File: src/rtl/cordic_pkg.sv
// Shared types and constants for the iterative CORDIC engine: FSM state encoding,
// pi constants and the arctangent table, all held at 30 fractional bits and rescaled per FRAC_W.
package cordic_pkg;

  typedef enum logic [1:0] {
    ST_IDLE = 2'd0,
    ST_ITER = 2'd1,
    ST_DONE = 2'd2
  } state_e;

  localparam longint PI_Q      = 64'sd3373259426;
  localparam longint HALF_PI_Q = 64'sd1686629713;

  // Round a 30-fractional-bit constant to fw fractional bits.
  function automatic longint q_scale(input longint v30, input int fw);
    if (fw >= 30) return v30 <<< (fw - 30);
    return (v30 + (longint'(1) <<< (29 - fw))) >>> (30 - fw);
  endfunction

  function automatic longint atan_q(input int i, input int fw);
    longint t;
    case (i)
      0:  t = 64'sh3243F6A8;
      1:  t = 64'sh1DAC6705;
      2:  t = 64'sh0FADBAFC;
      3:  t = 64'sh07F56EA6;
      4:  t = 64'sh03FEAB76;
      5:  t = 64'sh01FFD55B;
      6:  t = 64'sh00FFFAAA;
      7:  t = 64'sh007FFF55;
      8:  t = 64'sh003FFFEA;
      9:  t = 64'sh001FFFFD;
      10: t = 64'sh000FFFFF;
      11: t = 64'sh0007FFFF;
      12: t = 64'sh0003FFFF;
      13: t = 64'sh0001FFFF;
      14: t = 64'sh0000FFFF;
      15: t = 64'sh00007FFF;
      16: t = 64'sh00003FFF;
      17: t = 64'sh00001FFF;
      18: t = 64'sh00000FFF;
      19: t = 64'sh000007FF;
      20: t = 64'sh000003FF;
      21: t = 64'sh000001FF;
      22: t = 64'sh000000FF;
      23: t = 64'sh0000007F;
      24: t = 64'sh0000003F;
      25: t = 64'sh0000001F;
      26: t = 64'sh0000000F;
      27: t = 64'sh00000008;
      28: t = 64'sh00000004;
      29: t = 64'sh00000002;
      30: t = 64'sh00000001;
      default: t = 64'sd0;
    endcase
    return q_scale(t, fw);
  endfunction

endpackage

File: src/rtl/cordic_atan_rom.sv
// Combinational micro-rotation angle lookup: iteration index -> atan(2^-i) in Q3.FRAC_W.
module cordic_atan_rom
  import cordic_pkg::*;
#(
  parameter int FRAC_W   = 16,
  parameter int ITER_MAX = 16,
  parameter int Z_W      = FRAC_W + 3,
  parameter int CNT_W    = $clog2(ITER_MAX + 1)
) (
  input  logic [CNT_W-1:0]      idx_i,
  output logic signed [Z_W-1:0] angle_o
);

  always_comb begin
    angle_o = '0;
    for (int k = 0; k < ITER_MAX; k++) begin
      if (idx_i == CNT_W'(k)) angle_o = Z_W'(atan_q(k, FRAC_W));
    end
  end

endmodule

File: src/rtl/cordic_engine.sv
// Iterative CORDIC engine (rotation and vectoring) with quadrant pre-rotation,
// runtime iteration count and valid/ready handshakes on both sides.
module cordic_engine
  import cordic_pkg::*;
#(
  parameter int  FRAC_W   = 16,
  parameter int  ITER_MAX = 16,
  parameter int  GUARD_W  = 2,
  localparam int DATA_W   = FRAC_W + 2,
  localparam int XY_W     = DATA_W + GUARD_W,
  localparam int Z_W      = FRAC_W + 3,
  localparam int CNT_W    = $clog2(ITER_MAX + 1)
) (
  input  logic                     clk,
  input  logic                     rst_n,
  input  logic                     in_valid,
  output logic                     in_ready,
  input  logic                     mode,
  input  logic [CNT_W-1:0]         iter_cnt,
  input  logic signed [DATA_W-1:0] x_in,
  input  logic signed [DATA_W-1:0] y_in,
  input  logic signed [Z_W-1:0]    z_in,
  output logic                     out_valid,
  input  logic                     out_ready,
  output logic signed [XY_W-1:0]   x_out,
  output logic signed [XY_W-1:0]   y_out,
  output logic signed [Z_W-1:0]    z_out,
  output logic                     busy
);

  // Handshake: a transfer happens on a rising edge where valid and ready are both high;
  // in_ready is high only in IDLE, out_valid only in DONE, and neither side buffers.

  localparam logic signed [Z_W-1:0] HALF_PI_Z = Z_W'(q_scale(HALF_PI_Q, FRAC_W));

  state_e                 state_q;
  logic                   mode_q;
  logic [CNT_W-1:0]       i_q;
  logic [CNT_W-1:0]       last_q;
  logic signed [XY_W-1:0] x_q, y_q;
  logic signed [Z_W-1:0]  z_q;
  logic                   in_ready_q, out_valid_q, busy_q;

  logic signed [XY_W-1:0] x_ext, y_ext, x_pre, y_pre;
  logic signed [Z_W-1:0]  z_pre;
  logic [CNT_W-1:0]       n_last;

  logic signed [XY_W-1:0] x_sh, y_sh, x_d, y_d;
  logic signed [Z_W-1:0]  atan_z, z_d;
  logic                   d_pos;

  assign x_ext = {{GUARD_W{x_in[DATA_W-1]}}, x_in};
  assign y_ext = {{GUARD_W{y_in[DATA_W-1]}}, y_in};

  assign n_last = ((iter_cnt == '0) || (iter_cnt > CNT_W'(ITER_MAX))) ?
                  CNT_W'(ITER_MAX - 1) : iter_cnt - CNT_W'(1);

  // Fold the operand into the right half-plane (vectoring) or |z| <= pi/2 (rotation).
  always_comb begin
    x_pre = x_ext;
    y_pre = y_ext;
    z_pre = z_in;
    if (!mode) begin
      if (z_in > HALF_PI_Z) begin
        x_pre = -y_ext;
        y_pre = x_ext;
        z_pre = z_in - HALF_PI_Z;
      end else if (z_in < -HALF_PI_Z) begin
        x_pre = y_ext;
        y_pre = -x_ext;
        z_pre = z_in + HALF_PI_Z;
      end
    end else if (x_ext[XY_W-1]) begin
      if (!y_ext[XY_W-1]) begin
        x_pre = y_ext;
        y_pre = -x_ext;
        z_pre = z_in + HALF_PI_Z;
      end else begin
        x_pre = -y_ext;
        y_pre = x_ext;
        z_pre = z_in - HALF_PI_Z;
      end
    end
  end

  cordic_atan_rom #(
    .FRAC_W   (FRAC_W),
    .ITER_MAX (ITER_MAX),
    .Z_W      (Z_W),
    .CNT_W    (CNT_W)
  ) u_atan_rom (
    .idx_i   (i_q),
    .angle_o (atan_z)
  );

  assign x_sh  = x_q >>> i_q;
  assign y_sh  = y_q >>> i_q;
  assign d_pos = mode_q ? y_q[XY_W-1] : ~z_q[Z_W-1];
  assign x_d   = d_pos ? (x_q - y_sh) : (x_q + y_sh);
  assign y_d   = d_pos ? (y_q + x_sh) : (y_q - x_sh);
  assign z_d   = d_pos ? (z_q - atan_z) : (z_q + atan_z);

  always_ff @(posedge clk or negedge rst_n) begin
    if (!rst_n) begin
      state_q     <= ST_IDLE;
      mode_q      <= 1'b0;
      i_q         <= '0;
      last_q      <= '0;
      x_q         <= '0;
      y_q         <= '0;
      z_q         <= '0;
      in_ready_q  <= 1'b0;
      out_valid_q <= 1'b0;
      busy_q      <= 1'b0;
    end else begin
      case (state_q)
        ST_IDLE: begin
          in_ready_q <= 1'b1;
          if (in_valid && in_ready_q) begin
            mode_q     <= mode;
            last_q     <= n_last;
            i_q        <= '0;
            x_q        <= x_pre;
            y_q        <= y_pre;
            z_q        <= z_pre;
            state_q    <= ST_ITER;
            in_ready_q <= 1'b0;
            busy_q     <= 1'b1;
          end
        end
        ST_ITER: begin
          x_q <= x_d;
          y_q <= y_d;
          z_q <= z_d;
          if (i_q == last_q) begin
            state_q     <= ST_DONE;
            busy_q      <= 1'b0;
            out_valid_q <= 1'b1;
          end else begin
            i_q <= i_q + CNT_W'(1);
          end
        end
        ST_DONE: begin
          if (out_ready) begin
            state_q     <= ST_IDLE;
            out_valid_q <= 1'b0;
            in_ready_q  <= 1'b1;
          end
        end
        default: state_q <= ST_IDLE;
      endcase
    end
  end

  assign in_ready  = in_ready_q;
  assign out_valid = out_valid_q;
  assign busy      = busy_q;
  assign x_out     = x_q;
  assign y_out     = y_q;
  assign z_out     = z_q;

endmodule

File: config.mk
export PLATFORM = sky130hd
export DESIGN_NAME = cordic_engine
export DESIGN_NICKNAME = d
export VERILOG_FILES = /design/src/rtl/cordic_pkg.sv /design/src/rtl/cordic_atan_rom.sv /design/src/rtl/cordic_engine.sv
export SDC_FILE = /design/constraint.sdc
export NUM_CORES = 1
export LEC_CHECK = 0
export ABC_AREA = 1
export CAP_MARGIN = 20
export CELL_PAD_IN_SITES_DETAIL_PLACEMENT = 1
export CELL_PAD_IN_SITES_GLOBAL_PLACEMENT = 2
export CORE_MARGIN = 2
export CORE_UTILIZATION = 32
export DETAILED_ROUTE_END_ITERATION = 10
export HOLD_SLACK_MARGIN = 0.15
export PLACE_DENSITY = 0.91
export SYNTH_ARGS = -nofsm -noshare
export SYNTH_HDL_FRONTEND = slang
export SYNTH_SLANG_ARGS = --single-unit
File: constraint.sdc
create_clock -name clk -period 5 [get_ports clk]
set_clock_uncertainty 0.15 [all_clocks]
set_input_delay 0.5 -clock clk [delete_from_list [all_inputs] [get_ports clk]]
set_output_delay 0.5 -clock clk [all_outputs]
set_load 0.02 [all_outputs]
==> results.json, run 1 <==
{
  "status": "finished clean",
  "yosysUniqueCellTypes": 63,
  "tns_ps": 0,
  "io_buffers": 126,
  "final_cell_mix": "558 x nand2_1, 192 x inv_1, 185 x nand3_1",
  "holdCritPathClass": "reg2reg",
  "postSynthCellCount": 2138,
  "relSlewSlack_pct": 50.5,
  "dieArea_mm2": 0.0421,
  "syn-cell-area_mm2": 0.0130,
  "layout_commonest_cell": "nand2_1",
  "nets": 2375,
  "synth_fp_nets": 2281,
  "drc_errors": 0,
  "ant_nets": 0,
  "worstReg2RegEnd": "z_out[16]",
  "grt_max_degree": 64,
  "fin_crit_ps": 4660,
  "cap_violations": 0,
  "tritoncts": "done",
  "yosysSeqAreaShare_pct": 14.5,
  "wirelength_um": 58400,
  "grt_overflow": 0,
  "grt_util_all_layers_pct": 27.5,
  "reg2reg_depth": 27,
  "cts-root-buf": "clkbuf_16",
  "hpwlAfterDp_um": 46100,
  "synth_flop_cell": "dfrtp_1",
  "first_pass_iters": 6,
  "io_pins": 127,
  "cp_data_arrival_time_ps": 4760,
  "fillers": 5337,
  "critPathSlowestCell": "dfrtp_2",
  "synth-edff-count": 0,
  "antennaDiodeCount": 0,
  "synth-warning-count": 0,
  "clk_pin_slew_worst_paths_ps": 70,
  "finalNonFillerCells": 2762,
  "clock_latency_ps": 360,
  "setup_viol": 0,
  "place_inst": 2736,
  "r2r_slack_ps": 340,
  "cp-end-kind": "flip-flop",
  "clock-sinks": 75,
  "setup.worst_path.start": "i_q[0]",
  "first_global_vias": 15900,
  "coreArea_mm2": 0.0398,
  "post_drt_wl_per_cell_um": 21.1,
  "syn_to_final_growth_pct": 17.5,
  "start_util_pct": 32.5,
  "final_core_util_pct": 38.2,
  "slew_violations": 0,
  "avgSynthCellArea_um2": 6.06,
  "crit_type": "reg2reg",
  "drive_gt1_share_pct": 8.63,
  "pre_cts_slack_ps": 169,
  "dieWidth_um": 205,
  "async_flop_share_pct": 100,
  "hold_viol_final": 0,
  "vias": 15700,
  "r2r-start": "i_q[0]",
  "crit_fanout": 6,
  "ys_ff_latch": 75,
  "antenna_found_initial": 0,
  "slowest_delay_ps": 480,
  "rows": 73,
  "required_ps": 5100,
  "place_congestion": 0.984,
  "fp.dieH_um": 205,
  "worst_slew_pin_slew_ps": 743,
  "htree_levels": 3,
  "drtIter0Drc": 1058,
  "numCtsBuffers": 9,
  "clockBufferDepth": 2,
  "critPathLaunchType": "flip-flop",
  "grt_pass1_wl_um": 90900,
  "fmax_ghz": 0.215,
  "path_common_cell": "inv_1",
  "vias_per_cell": 5.68,
  "rsz0062_at_grt": "true",
  "post-route-period-util_pct": 93.2,
  "endpoint": "z_out[16]",
  "setup_slack_ps": 341
}
flip-flops by register name, indices dropped and copies added (netlist names):
register and flops:
x_out 20, mode_q 1, in_ready 1, z_out 19, state_q 2, out_valid 1, y_out 20, last_q 5
busy 1, i_q 5
final cells by class:
cell class	instances	area, µm²	share of cell area [%]
Inverter	207	782	5.14
Timing Repair Buffer	184	1750	11.5
Tap cell	525	657	4.31
Sequential cell	75	1880	12.3
Clock inverter	6	42.5	0.279
Multi-Input combinational cell	1755	9890	65.0
Clock buffer	10	229	1.50
metal layers:
metal	GRT usage (%)	up-vias	wire [µm]
met4	7.09	0	1380
met1	38.9	7697	27600
met3	2.57	88	2610
met2	44.7	451	26800
li1	-	7439	-
met5	0	-	0
critical path: cells and delay by family (launching register included):
kind,cells,cell delay (ps)
compound gates,3,610
fa+ha+maj,4,1170
buf+inv,7,600
flops,1,480
simple gates,13,1500
kinds of logic after synthesis:
logic type	synth area share, %
and+or+nand+nor	34.8
AOI/OAI and AO/OA	23.7
buffers and inverters	10.3
xor gates and xnor gates	8.99
adders and majority gates	7.71
DFF	14.5
worst min-delay path by stage:
stage | from | end | depth (start not counted)
2_1_floorplan | rst_n | busy | 0
3_3_place_gp | busy | busy | 2
3_5_place_dp | busy | busy | 2
4_1_cts | busy | busy | 2
5_1_grt | busy | busy | 2
6_report | busy | busy | 2
cell usage after synthesis, types with 25 or more instances:
master | n | share of area (%)
ha_1 | 75 | 7.2
inv_1 | 193 | 5.6
nand3_1 | 185 | 7.1
o2111ai_1 | 28 | 1.9
o211ai_1 | 36 | 2.1
nand2_1 | 561 | 16
nor2_1 | 182 | 5.3
a21oi_1 | 158 | 6.1
buf_2 | 25 | 0.97
xor2_1 | 102 | 6.9
xnor2_1 | 31 | 2.1
dfrtp_1 | 75 | 14
nor3_1 | 27 | 1.0
clkbuf_1 | 49 | 1.4
o21ai_0 | 138 | 5.3
stage by stage:
stage          hold slack, ps  area, µm²
5_1_grt                   390      15200
3_3_place_gp              313      14700
4_1_cts                   342      15000
3_5_place_dp              324      14700
6_report                  356      15200
2_1_floorplan            54.4      13000
repair_timing:
item                                    CTS  global route
hold endpoints to repair                 31             0
resized for setup                         0            47
setup buffers                             0             7
endpoints found under the setup margin    0            22
hold buffers                              1             0
Power of run 1 is not shown: default switching activity piles up to over one toggle a cycle in this logic, so the estimate is an artifact.
==> inputs of run 2 (changes only) <==
Settings changed: CAP_MARGIN 20 to 30.
==> run 2 against run 1 <==
  * Global-route usage barely moved
  * Count of clock-buffer cells in the layout rose by 3
  * Highest routed layer unchanged
  * Sequential cell count did not move
  * Setup slack got worse by 32 ps
  * Cell count did not move
  * Die area did not move
  * Hold slack got worse by 28 ps
  * Via count fell by 0.94%
  * Final area rose by 0.33%
  * Fmax fell by 0.68%
  * Critical path type unchanged
  * Sequential share of layout area barely moved
==> results.json, run 2 (synthesis gave the netlist of run 1 again) <==
{
  "status": "finished clean",
  "io_buffers": 126,
  "clockBufferDepth": 2,
  "drtIter0Drc": 1080,
  "vias": 15500,
  "dieArea_mm2": 0.0421,
  "grt_overflow": 0,
  "fin_crit_ps": 4690,
  "dieWidth_um": 205,
  "cp-end-kind": "flip-flop",
  "final_area_mm2": 0.0153,
  "clock_latency_ps": 360,
  "crit_fanout": 6,
  "required_ps": 5120,
  "crit_type": "reg2reg",
  "r2r_slack_ps": 310,
  "path_common_cell": "inv_1",
  "slew_violations": 0,
  "fillers": 5314,
  "htree_levels": 3,
  "rows": 73,
  "grt_pass1_wl_um": 90600,
  "ant_nets": 0,
  "nets": 2375,
  "numCtsBuffers": 9,
  "worst_slew_pin_slew_ps": 777,
  "hold_viol_final": 0,
  "start_util_pct": 32.5,
  "coreArea_mm2": 0.0398,
  "setup_viol": 0,
  "first_pass_iters": 5,
  "place_area_mm2": 0.0147,
  "io_pins": 127,
  "slowest_delay_ps": 490,
  "rsz0062_at_grt": "true",
  "tritoncts": "done",
  "cp_data_arrival_time_ps": 4810,
  "post-route-period-util_pct": 93.8,
  "clock-sinks": 75,
  "fmax_ghz": 0.213,
  "post_drt_wl_per_cell_um": 21.0,
  "layout_commonest_cell": "nand2_1",
  "vias_per_cell": 5.62,
  "drive_gt1_share_pct": 8.40,
  "cap_violations": 0,
  "relSlewSlack_pct": 48.2,
  "wirelength_um": 57900,
  "first_global_vias": 15900,
  "critPathLaunchType": "flip-flop",
  "cts-root-buf": "clkbuf_16",
  "holdCritPathClass": "reg2reg",
  "antennaDiodeCount": 0,
  "syn_to_final_growth_pct": 17.9,
  "drc_errors": 0,
  "critPathSlowestCell": "dfrtp_2",
  "antenna_found_initial": 0,
  "place_congestion": 0.984,
  "grt_util_all_layers_pct": 27.5,
  "clk_pin_slew_worst_paths_ps": 70,
  "grt_max_degree": 58,
  "fp.dieH_um": 205,
  "hpwlAfterDp_um": 46100,
  "final_cell_mix": "559 x nand2_1, 192 x inv_1, 185 x nand3_1"
}
## run 2: worst max-delay path, delay by kind of cell, from the launching register on
kind            cells  cell delay [ps]
fa+ha+maj           4             1070
flops               1              490
xor+xnor            1              180
simple gates       14             1600
compound gates      5              690
buf+inv             6              410
## run 2: timing repair
action | in CTS | in global routing
hold buffers | 1 | 0
hold endpoints to repair | 31 | 0
resized for setup | 0 | 47
setup endpoints to repair | 0 | 23
setup buffers | 0 | 7
## run 2: metrics by stage
step	setup WS (ps)	hold slack (ps)	setup TNS (ps)	instances	util (%)
after floorplan	703	54.4	0	2138	-
after global placement	285	313	0	2736	36.9
after detailed placement	196	316	0	2738	37.0
after CTS	150	333	0	2755	37.8
after global routing	-78.0	375	-234	2762	38.4
final	309	327	0	2762	38.4
## run 2: layout make-up
class / count / area, µm² / area share, %
flip-flops and latches: 75 / 1880 / 12.3
well taps: 525 / 657 / 4.30
repair buffers: 184 / 1760 / 11.5
inverters: 207 / 785 / 5.14
multi-input cells: 1755 / 9880 / 64.7
clock buffers: 13 / 270 / 1.77
clock inverters: 3 / 45.0 / 0.295
## run 2: worst paths after layout
path                       cells after the start    from        end
max reg2reg                                   30  i_q[0]   z_out[9]
min reg2reg                                    2    busy       busy
max                                           30  i_q[0]   z_out[9]
min in group asynchronous                      2   rst_n  last_q[0]
max in group asynchronous                      3   rst_n   in_ready
min                                            2    busy       busy
## run 2: routing by layer
layer	wire length, µm	GRT usage [%]
met5	0	0
met4	1300	7.53
met3	2370	2.45
met2	26500	44.6
met1	27700	38.8
Power of run 2 is left out for the same reason.
